===== config.mk =====
export PLATFORM = sky130hd
export DESIGN_NAME = unidade_busca
export DESIGN_NICKNAME = d
export VERILOG_FILES = /design/src/rtl/unidade_busca_pkg.sv /design/src/rtl/unidade_busca_proximo_pc.sv /design/src/rtl/unidade_busca.sv
export SDC_FILE = /design/constraint.sdc
export NUM_CORES = 1
export LEC_CHECK = 0
export BUFFER_PORTS_ARGS = -buffer_cell sky130_fd_sc_hd__buf_2
export CORE_UTILIZATION = 45
export CTS_CLUSTER_DIAMETER = 60
export DETAILED_ROUTE_END_ITERATION = 10
export GPL_ROUTABILITY_DRIVEN = 1
export PLACE_DENSITY = 0.87
export SLEW_MARGIN = 20
export SYNTH_ARGS = -nofsm -noshare
export SYNTH_HDL_FRONTEND = slang
export SYNTH_HIERARCHICAL = 1
export SYNTH_SLANG_ARGS = --single-unit
export TNS_END_PERCENT = 10

===== constraint.sdc =====
create_clock -name clk -period 3.81 [get_ports clk]
set_clock_uncertainty 0.2 [all_clocks]
set_input_delay 0.1905 -clock clk [delete_from_list [all_inputs] [get_ports clk]]
set_output_delay 0.1905 -clock clk [all_outputs]
set_load 0.05 [all_outputs]

===== src/rtl/unidade_busca_pkg.sv =====
// -----------------------------------------------------------------------------
// unidade_busca_pkg
// Shared definitions for the instruction-fetch unit:
//   - state_t          : fetch FSM encoding (IDLE, FETCH, ISSUE)
//   - OP_*             : MIPS opcode constants seen by the control unit
//   - RESET_PC_DEFAULT : default program counter after reset
//   - branch_offset()  : sign-extended, word-scaled branch displacement
// -----------------------------------------------------------------------------
package unidade_busca_pkg;

  typedef enum logic [1:0] {
    ST_IDLE  = 2'b00,
    ST_FETCH = 2'b01,
    ST_ISSUE = 2'b10
  } state_t;

  localparam logic [5:0] OP_RTYPE = 6'b000000;
  localparam logic [5:0] OP_LW    = 6'b100011;
  localparam logic [5:0] OP_SW    = 6'b101011;
  localparam logic [5:0] OP_BEQ   = 6'b000100;
  localparam logic [5:0] OP_ADDI  = 6'b001000;
  localparam logic [5:0] OP_J     = 6'b000010;

  localparam logic [31:0] RESET_PC_DEFAULT = 32'h00000000;

  // 16-bit immediate -> 32-bit byte displacement (sign-extend, then x4)
  function automatic logic [31:0] branch_offset(input logic [15:0] imm);
    return {{14{imm[15]}}, imm, 2'b00};
  endfunction

endpackage


===== src/rtl/unidade_busca_proximo_pc.sv =====
// -----------------------------------------------------------------------------
// proximo_pc
// Combinational next-PC calculator.
// Inputs : pc (current instruction address), instr (current instruction),
//          Branch, Zero, Jump (control/ALU flags for the current instruction)
// Outputs: next_pc (address of the following instruction), pc_plus4
// Jump has priority over a taken branch. All arithmetic wraps modulo 2^32.
// -----------------------------------------------------------------------------
module proximo_pc
  import unidade_busca_pkg::*;
(
  input  logic [31:0] pc,
  input  logic [31:0] instr,
  input  logic        Branch,
  input  logic        Zero,
  input  logic        Jump,
  output logic [31:0] next_pc,
  output logic [31:0] pc_plus4
);

  // The opcode field is decoded by the control unit, not here.
  logic unused_op_bits;
  assign unused_op_bits = ^instr[31:26];

  // Next-PC selection: jump, then taken branch, then sequential.
  always_comb begin
    pc_plus4 = pc + 32'd4;
    if (Jump) begin
      next_pc = {pc_plus4[31:28], instr[25:0], 2'b00};
    end else if (Branch && Zero) begin
      next_pc = pc_plus4 + branch_offset(instr[15:0]);
    end else begin
      next_pc = pc_plus4;
    end
  end

endmodule


===== src/rtl/unidade_busca.sv =====
// -----------------------------------------------------------------------------
// unidade_busca
// Instruction-fetch unit: requests the word at pc, latches the returned
// instruction, presents it to decode/execute and advances pc on retire.
// Ports:
//   clk, rst            : clock, asynchronous active-high reset
//   imem_req/imem_addr  : read request to instruction memory (addr = pc)
//   imem_ack/imem_data  : memory response, data valid with ack
//   Branch, Jump, Zero  : control/ALU flags for the issued instruction
//   stall               : datapath cannot retire the issued instruction yet
//   instr, OP, Funct    : registered instruction word and its fields
//   instr_valid         : instr is live (ISSUE state)
//   pc, pc_plus4        : address of instr and that address + 4
// -----------------------------------------------------------------------------
module unidade_busca
  import unidade_busca_pkg::*;
#(
  parameter logic [31:0] RESET_PC = RESET_PC_DEFAULT
) (
  input  logic        clk,
  input  logic        rst,
  output logic        imem_req,
  output logic [31:0] imem_addr,
  input  logic        imem_ack,
  input  logic [31:0] imem_data,
  input  logic        Branch,
  input  logic        Jump,
  input  logic        Zero,
  input  logic        stall,
  output logic [31:0] instr,
  output logic [5:0]  OP,
  output logic [5:0]  Funct,
  output logic        instr_valid,
  output logic [31:0] pc,
  output logic [31:0] pc_plus4
);

  state_t      state_q, state_d;
  logic [31:0] pc_q, pc_d;
  logic [31:0] instr_q, instr_d;
  logic        imem_req_q, imem_req_d;
  logic        instr_valid_q, instr_valid_d;
  logic [31:0] next_pc_s;

  // next_pc is only consumed on retire, so flags outside ISSUE have no effect.
  proximo_pc u_proximo_pc (
    .pc       (pc_q),
    .instr    (instr_q),
    .Branch   (Branch),
    .Zero     (Zero),
    .Jump     (Jump),
    .next_pc  (next_pc_s),
    .pc_plus4 (pc_plus4)
  );

  // FSM next-state and datapath register updates.
  always_comb begin
    state_d = state_q;
    pc_d    = pc_q;
    instr_d = instr_q;
    case (state_q)
      ST_IDLE: begin
        state_d = ST_FETCH;
      end
      ST_FETCH: begin
        // Only here is an ack accepted; elsewhere it is dropped.
        if (imem_ack) begin
          instr_d = imem_data;
          state_d = ST_ISSUE;
        end else begin
          state_d = ST_FETCH;
        end
      end
      ST_ISSUE: begin
        if (!stall) begin
          pc_d    = next_pc_s;
          state_d = ST_FETCH;
        end else begin
          state_d = ST_ISSUE;
        end
      end
      default: begin
        state_d = ST_IDLE;
      end
    endcase
    // Outputs are registered from the upcoming state so they line up with it.
    imem_req_d    = (state_d == ST_FETCH);
    instr_valid_d = (state_d == ST_ISSUE);
  end

  // State and output registers with asynchronous reset.
  always_ff @(posedge clk or posedge rst) begin
    if (rst) begin
      state_q       <= ST_IDLE;
      pc_q          <= RESET_PC;
      instr_q       <= 32'h00000000;
      imem_req_q    <= 1'b0;
      instr_valid_q <= 1'b0;
    end else begin
      state_q       <= state_d;
      pc_q          <= pc_d;
      instr_q       <= instr_d;
      imem_req_q    <= imem_req_d;
      instr_valid_q <= instr_valid_d;
    end
  end

  assign imem_req    = imem_req_q;
  assign imem_addr   = pc_q;
  assign instr       = instr_q;
  assign OP          = instr_q[31:26];
  assign Funct       = instr_q[5:0];
  assign instr_valid = instr_valid_q;
  assign pc          = pc_q;

endmodule


# Word-level counts from Yosys, hierarchy flattened
# Index checks and enable logic that the tools add are counted.
[totals] latchBits=0 register_bits=68 mem_bits_rw=0 mem_bits_ro=0 memories=0
[op_classes] n_mux=5 div=0 shift=0 multipliers=0 n_bitwise=1 n_eq_ne=4 order_cmp=0 reduce_logical=4 addsub=2
[op_table] cell="2-to-1 mux 32 bit" count=2
[op_table] cell="adder 32 x 3 -> 32 bit, second input constant" count=1
[op_table] cell="adder 32 bit" count=1
[op_table] cell="one-hot mux 2 bit (3 select lines)" count=1
[op_table] cell="== test 2 x 1 -> 1 bit, second input constant" count=2
[op_table] cell="== test 2 bit, second input constant" count=2
[op_table] cell="2-to-1 mux 2 bit" count=2
[op_table] cell="AND reduction 2 bit" count=2
[op_table] cell="zero test 2 bit" count=1
[op_table] cell="logical AND 1 bit" count=1
[op_table] cell="inverter 1 bit" count=1

# Longest topological paths before layout
# Gate-level depths: netlist of the first run.
[depth] ltp_word=4 ltp_mapped=17 depth_no_buf=17

# Cells and area by module
# Netlist of the first run, hierarchy kept.
[by_module_without_submodules] mod="unidade_busca" area_per_inst_um2=3000.4 seq_area_each_um2=1701.6 instances=1 cells_each=191
[by_module_without_submodules] mod="proximo_pc" area_per_inst_um2=2703.8 seq_area_each_um2=0.0 instances=1 cells_each=399

# Worst setup path before layout of the first run
# Ideal clock, no wire load.
[synth_timing] kind="register to register" startpoint="reg pc_q[2] (netlist: imem_addr[2])" endpoint="reg pc_q[31] (netlist: imem_addr[31])" t_required_ps=3485 arrival_time_ps=4907 path_stages_with_launch=18 path_slack_ps=-1422 cell_sequence="dfrtp_1 ha_1 nand4_1 nor2_1 nand4_1 xnor2_1 ha_1 clkbuf_1 a21o_1 a21oi_1 nor2b_1 o41ai_1 o22a_1 o211ai_1 o31ai_1 mux2i_1 xor2_1 mux2_2"
[synth_via] elab_chain_len=4
[synth_rtl] element="start: declaration" line_no="unidade_busca.sv:39" text="logic [31:0] pc_q, pc_d;"
[synth_rtl] element="start signal: assignment" line_no="unidade_busca.sv:101" text="pc_q <= pc_d;"
[synth_rtl] element="adder 32 x 3 -> 32 bit" line_no="unidade_busca_proximo_pc.sv:27" text="pc_plus4 = pc + 32'd4;"
[synth_rtl] element="net pc_plus4[22]" line_no="unidade_busca.sv:35" text="output logic [31:0] pc_plus4"
[synth_rtl] element="adder 32 bit" line_no="unidade_busca_proximo_pc.sv:31" text="next_pc = pc_plus4 + branch_offset(instr[15:0]);"
[synth_rtl] element="2-to-1 mux 32 bit" line_no="unidade_busca_proximo_pc.sv:30" text="end else if (Branch && Zero) begin"
[synth_rtl] element="2-to-1 mux 32 bit" line_no="unidade_busca_proximo_pc.sv:28" text="if (Jump) begin"
[synth_rtl] element="net next_pc_s[31]" line_no="unidade_busca.sv:43" text="logic [31:0] next_pc_s;"
# The timed path passes the listed nets, and every way through them passes these cells.
# A chain may end at the register's enable or synchronous reset.

# Worst setup path after layout of the first run
[layout_timing] startpoint="reg pc_q[3] (netlist: imem_addr[3])" endpoint="reg pc_q[28] (netlist: imem_addr[28])"
[layout_via] elab_chain_len=4
[layout_rtl] element="adder 32 x 3 -> 32 bit (*)" line_no="unidade_busca_proximo_pc.sv:27"
[layout_rtl] element="adder 32 bit" line_no="unidade_busca_proximo_pc.sv:31"
[layout_rtl] element="2-to-1 mux 32 bit" line_no="unidade_busca_proximo_pc.sv:30"
[layout_rtl] element="2-to-1 mux 32 bit (*)" line_no="unidade_busca_proximo_pc.sv:28"
[layout_rtl] element="net next_pc_s[28]" line_no="unidade_busca.sv:43"
# Mark *: on every way through the listed nets, which the timed path passes. The rest lies on a longest branch.

==> out/results.tsv, run 1 <==
metric	value	unit
status	finished with violations	
failing checks	setup timing	
RSZ-0062 raised after global routing	yes	
Final Worst Setup Slack	-83.6	ps
top cell type's share of synthesized area	29.8	%
distinct cell type count after synthesis	56	
Rel. slew slack	37.0	%
Startpoint Class	register	
remaining global-route overflow	0	
Final Setup Violations	4	
cell area after synthesis	5700	sq um
Crit Path Max Fanout	5	
DRC Markers	0	
Clock Tree Root	clkbuf_16	
Peak Freq	257	MHz
Post-synth EDFFs	0	
WL final	18200	microns
Die Wd	115	microns
WL per Instance	18.4	microns
post-synthesis register bit count	68	
worst reg2reg path endpoint	imem_addr[28]	
FF-to-FF Start	imem_addr[3]	
Die Y	115	microns
Fin. Hold Viols	0	
Post-synth ARST share	100	%
Slew @ Worst Pin	945	ps
H-Tree Depth	3	
largest area contributor in the netlist	dfrtp_1	
critical path startpoint	imem_addr[3]	
total of max-cap violations	0	
CP arrival	3910	ps
register area share after synthesis	29.8	%
DRT antenna net count	0	
largest net degree at the start of global routing	44	
first-pass GRT wire length	28100	microns
vias per cell	5.58	
cell area after layout	8090	sq um
Ant. Diodes	0	
vias in the first global route	5485	
Synth area leaders	dfrtp_1 30%, mux2_2 9.1%, ha_1 7.9%, mux2_4 7.4%, buf_4 6.1%	
worst-case reg-to-reg path depth	18	
# clock sinks	68	
Worst-path clk slew	60	ps
Setup crit end	imem_addr[28]	
hpwl dp	12300	microns
CTS tree	yes	
worst hold slack	0.843	ps
initial antenna violation count	0	
post-synthesis net count	666	
DP Area	7260	sq um
Final Cycle Share	102	%
drt pass-1 iters	5	
worst-skew pair later-pin latency	330	ps
Vias	5524	
port bufs	180	
slack of the worst reg-to-reg path	-80	ps
ys flop type	dfrtp_1	
Slew Viols, Final	0	
Tmin final	3890	ps
WS Path Type	reg -> reg	
Post-Syn Instances	590	
Iter 0 DRT Violations	448	
I/O pin total	181	
Synth Warn #	6	
crit end category	register	
all-layer global routing usage	27.9	%
layout cells sized above 1	52.1	%
Num CTS Buffers	9	
Worst Hold Class	in -> reg	
DIE AREA	13100	sq um
NumNets Final	893	
Max Buffers Root-to-Sink	2	
FP Rows	40	
Initial Util	46.9	%
core region area	12200	sq um
Final Util	66.5	%
Worst EP required	3830	ps
gpl congestion	0.913	
Post-Syn Area per Cell	9.67	sq um
synthesis-to-layout area growth	41.9	%
==> how the worst min path moves through the flow <==
stage | startpoint | to | slack (ps) | cells past startpoint
CTS | imem_ack | state_q[0] | 5 | 3
floorplan | stall | imem_req | 90 | 1
finish | imem_ack | state_q[0] | 0.8 | 3
detailed placement | rst | instr[28] | 190 | 2
global route | imem_ack | state_q[0] | 4 | 3
global placement | rst | instr[28] | 190 | 2
==> kinds of logic (layout without fill, tap and decap cells) <==
family / Yosys count / after routing / share of synthesized area [%]
simple gates: 153 / 153 / 13.2
xor+xnor: 53 / 53 / 8.14
flops: 68 / 68 / 29.8
fa+ha+maj: 37 / 37 / 8.25
compound gates: 114 / 114 / 13.6
mux: 80 / 80 / 17.5
buf+inv: 85 / 317 / 9.41
==> critical path, stage by stage, from the launching register on <==
cell and delay (ps):
dfrtp_2 410, and3_4 200, nand3_4 90, nor2_4 190, nand3_4 130, buf_4 170, nor2_4 130, xor2_4 190
ha_4 220, a21o_1 190, a21o_1 160, a21o_1 170, a21o_1 180, a2111oi_4 300, o31ai_2 130, o21ai_1 110
xor2_1 210, a21oi_1 90, mux2_4 280
==> layer usage <==
layer | vias up | global-route usage, % | routed length [microns]
met1 | 2686 | 34.4 | 7370
met4 | 0 | 12.1 | 566
met5 | - | 0 | 0
li1 | 2509 | - | -
met2 | 277 | 48.2 | 9030
met3 | 52 | 4.45 | 1230
==> stage by stage <==
step,cells,worst slack (ps),TNS [ps]
finish,990,-83.6,-172
global placement,938,-35.3,-77.4
floorplan,590,-528,-4130
global route,990,-243,-2200
CTS,990,-18.2,-32.5
detailed placement,938,-114,-251
==> state kept, by name, indices dropped and copies added, names as in the netlist <==
signal / flops
instr_valid: 1
instr: 32
state_q: 2
imem_req: 1
imem_addr: 32
==> what timing repair did <==
action,in CTS,in global routing
resized for setup,7,19
hold buffers,34,0
setup endpoints to repair,9,13
endpoints found under the hold margin,71,0
buffers inserted,2,0
pin swaps,8,4
==> final cells by class <==
| cell class | count | area, sq um |
|---|---|---|
| Clock buffer | 11 | 243 |
| Fill cell | 824 | 4070 |
| Inverter | 16 | 60.1 |
| Timing Repair Buffer | 285 | 1770 |
| Clock inverter | 5 | 75.1 |
| Tap cell | 168 | 210 |
| Sequential cell | 68 | 1720 |
| Multi-Input combinational cell | 437 | 4010 |
==> cell usage in the layout, fill, tap and decap left out, types with 16 or more instances in the layout <==
master         instances
buf_2                180
buf_4                 71
dfrtp_1               53
mux2_2                46
nand2_1               41
nor2_1                40
a21oi_1               37
dlygate4sd3_1         34
mux2_4                29
ha_1                  27
nand3_1               16
xnor2_1               16
==> synthesized netlist by cell type, types with 3 or more instances <==
cell / n
buf_4: 46
nor3_1: 3
a31oi_1: 4
nand2_1: 41
o31ai_1: 7
a21o_1: 14
o21bai_1: 4
buf_6: 6
dfrtp_1: 68
and3_1: 8
mux2_4: 28
nor2_1: 47
mux2_2: 46
nor2b_1: 7
nand4_1: 13
xnor2_1: 33
o21ai_1: 9
ha_1: 36
a211oi_1: 8
a21oi_1: 39
mux2i_1: 4
inv_1: 15
clkbuf_1: 15
o21ai_0: 11
and2_1: 3
xor2_1: 20
nand3_1: 18
Power of run 1 is left out: the tool's default activity adds up to more than one toggle a clock period on the data nets, which glitch-free logic cannot reach.
==> run 2: changes to the inputs <==
--- a/config.mk
+++ b/config.mk
@@ -10,7 +10,7 @@
 export CTS_CLUSTER_DIAMETER = 60
 export DETAILED_ROUTE_END_ITERATION = 10
 export GPL_ROUTABILITY_DRIVEN = 1
-export PLACE_DENSITY = 0.87
+export PLACE_DENSITY = 0.75
 export SLEW_MARGIN = 20
 export SYNTH_ARGS = -nofsm -noshare
 export SYNTH_HDL_FRONTEND = slang
==> run 2 against run 1 <==
Effect of this change:
- the run still ends with setup timing left
- global-route usage decreased by 1.5 points
- register-to-register slack improved by 30 ps
- critical path depth decreased by 2
- count of clock-buffer cells in the layout decreased by 2
- die area unchanged
- first-iteration DRC count decreased by 16%
- sequential share of layout area decreased by 0.59 points
==> out/results.tsv, run 2 (synthesis gave the netlist of run 1 again) <==
metric	value	unit
Die Wd	115	microns
worst-skew pair later-pin latency	330	ps
hpwl dp	12300	microns
FF-to-FF Start	imem_addr[3]	
Startpoint Class	register	
Crit Path Max Fanout	4	
RSZ-0062 raised after global routing	yes	
largest net degree at the start of global routing	44	
Die Y	115	microns
Peak Freq	259	MHz
Max Buffers Root-to-Sink	2	
vias in the first global route	5372	
Clock Tree Root	clkbuf_16	
CP arrival	3890	ps
Hold Crit Endpoint	imem_req	
WL per Instance	17.8	microns
first-pass GRT wire length	27100	microns
worst hold slack	18.1	ps
failing checks	setup timing	
Slew @ Worst Pin	1150	ps
commonest non-fill, non-tap cell in the layout	buf_2	
core region area	12200	sq um
# clock sinks	68	
WS Path Type	reg -> reg	
Worst Hold Class	in -> reg	
Worst EP required	3830	ps
Final Worst Setup Slack	-57.0	ps
initial antenna violation count	0	
Final Setup Violations	1	
status	finished with violations	
layout cells sized above 1	55.0	%
Max stage delay on crit path	390	ps
vias per cell	5.46	
Initial Util	46.9	%
all-layer global routing usage	26.4	%
commonest non-fill, non-tap cells in the layout	180 x buf_2, 82 x buf_4, 53 x dfrtp_1, 45 x mux2_2, 40 x nand2_1	
Iter 0 DRT Violations	377	
Hold Path Depth	3	
worst-case reg-to-reg path depth	16	
Final Cycle Share	101	%
kind of cell adding the most delay to the critical path	compound AO/OA/AOI/OAI gates	
DIE AREA	13100	sq um
Fin. Hold Viols	0	
slack of the worst reg-to-reg path	-60	ps
FP Rows	40	
H-Tree Depth	3	
synthesis-to-layout area growth	45.9	%
dpl ws	-113	ps
crit end category	register	
Tmin final	3870	ps
DRC Markers	0	
Worst Path Buf+Inv	1	
port bufs	180	
DP Area	7300	sq um
Hold Startpoint	imem_ack	
Vias	5493	
remaining global-route overflow	0	
I/O pin total	181	
filler cell count	894	
Worst-path clk slew	60	ps
Slew Viols, Final	0	
DRT antenna net count	0	
Crit-path slowest cell	dfrtp_2	
WL final	17900	microns
CTS tree	yes	
drt pass-1 iters	5	
NumNets Final	909	
total negative setup slack	-57.0	ps
total of max-cap violations	0	
cell area after layout	8320	sq um
cell breakdown of the critical path	and3_4 -> nand3_4 -> nor2_4 -> buf_4 -> nand3_1 -> xnor2_2 -> ha_4 -> a21o_1 -> a31oi_1 -> o211ai_1 -> a221oi_4 -> o21ai_2 -> a221oi_2 -> mux2i_1 -> nor2_1 -> mux2_2	
Num CTS Buffers	9	
Rel. slew slack	23.3	%
gpl congestion	0.890	
Ant. Diodes	0	
worst reg2reg path endpoint	imem_addr[30]	
==> run 2: worst max path at each step <==
stage / start / endpoint / slack [ps] / cells past startpoint
6_report: imem_addr[3] / imem_addr[30] / -60 / 16
5_1_grt: imem_addr[3] / imem_addr[30] / -160 / 16
4_1_cts: imem_addr[2] / imem_addr[31] / -130 / 16
3_5_place_dp: imem_addr[11] / imem_addr[31] / -110 / 15
3_3_place_gp: imem_addr[11] / imem_addr[31] / -70 / 15
2_1_floorplan: imem_addr[2] / imem_addr[31] / -530 / 17
==> run 2: cell type report <==
cell class                      instances  area [sq um]  share of cell area, %
Clock buffer                            9           225                   2.71
Clock inverter                          7          51.3                  0.616
Inverter                               16          60.1                  0.722
Multi-Input combinational cell        437          4140                   49.7
Sequential cell                        68          1720                   20.7
Tap cell                              168           210                   2.53
Timing Repair Buffer                  301          1920                   23.1
==> run 2: metrics by stage <==
stage	utilization, %	instances
after floorplan	-	590
after detailed placement	60.0	941
final	68.4	1006
after global placement	60.0	941
after global routing	68.4	1006
after CTS	65.8	995
==> run 2: timing repair <==
| item | 4_1_cts | 5_1_grt |
|---|---|---|
| pin swaps | 13 | 34 |
| hold buffers | 35 | 0 |
| setup buffers | 3 | 11 |
| hold endpoints to repair | 66 | 0 |
| gates resized for setup | 10 | 47 |
| endpoints found under the setup margin | 10 | 14 |
==> run 2: routing by layer <==
layer / wire (microns) / vias to the layer above / track usage [%]
met3: 1080 / 28 / 3.39
met2: 9060 / 246 / 44.8
met4: 284 / 0 / 9.78
met1: 7480 / 2667 / 34.5
met5: 0 / - / 0
li1: - / 2552 / -
==> run 2: worst min-delay path, delay by kind of cell <==
kind,cells,cell delay (ps)
compound gates,2,200
buf+inv,1,110
Power of run 2 is left out for the same reason.
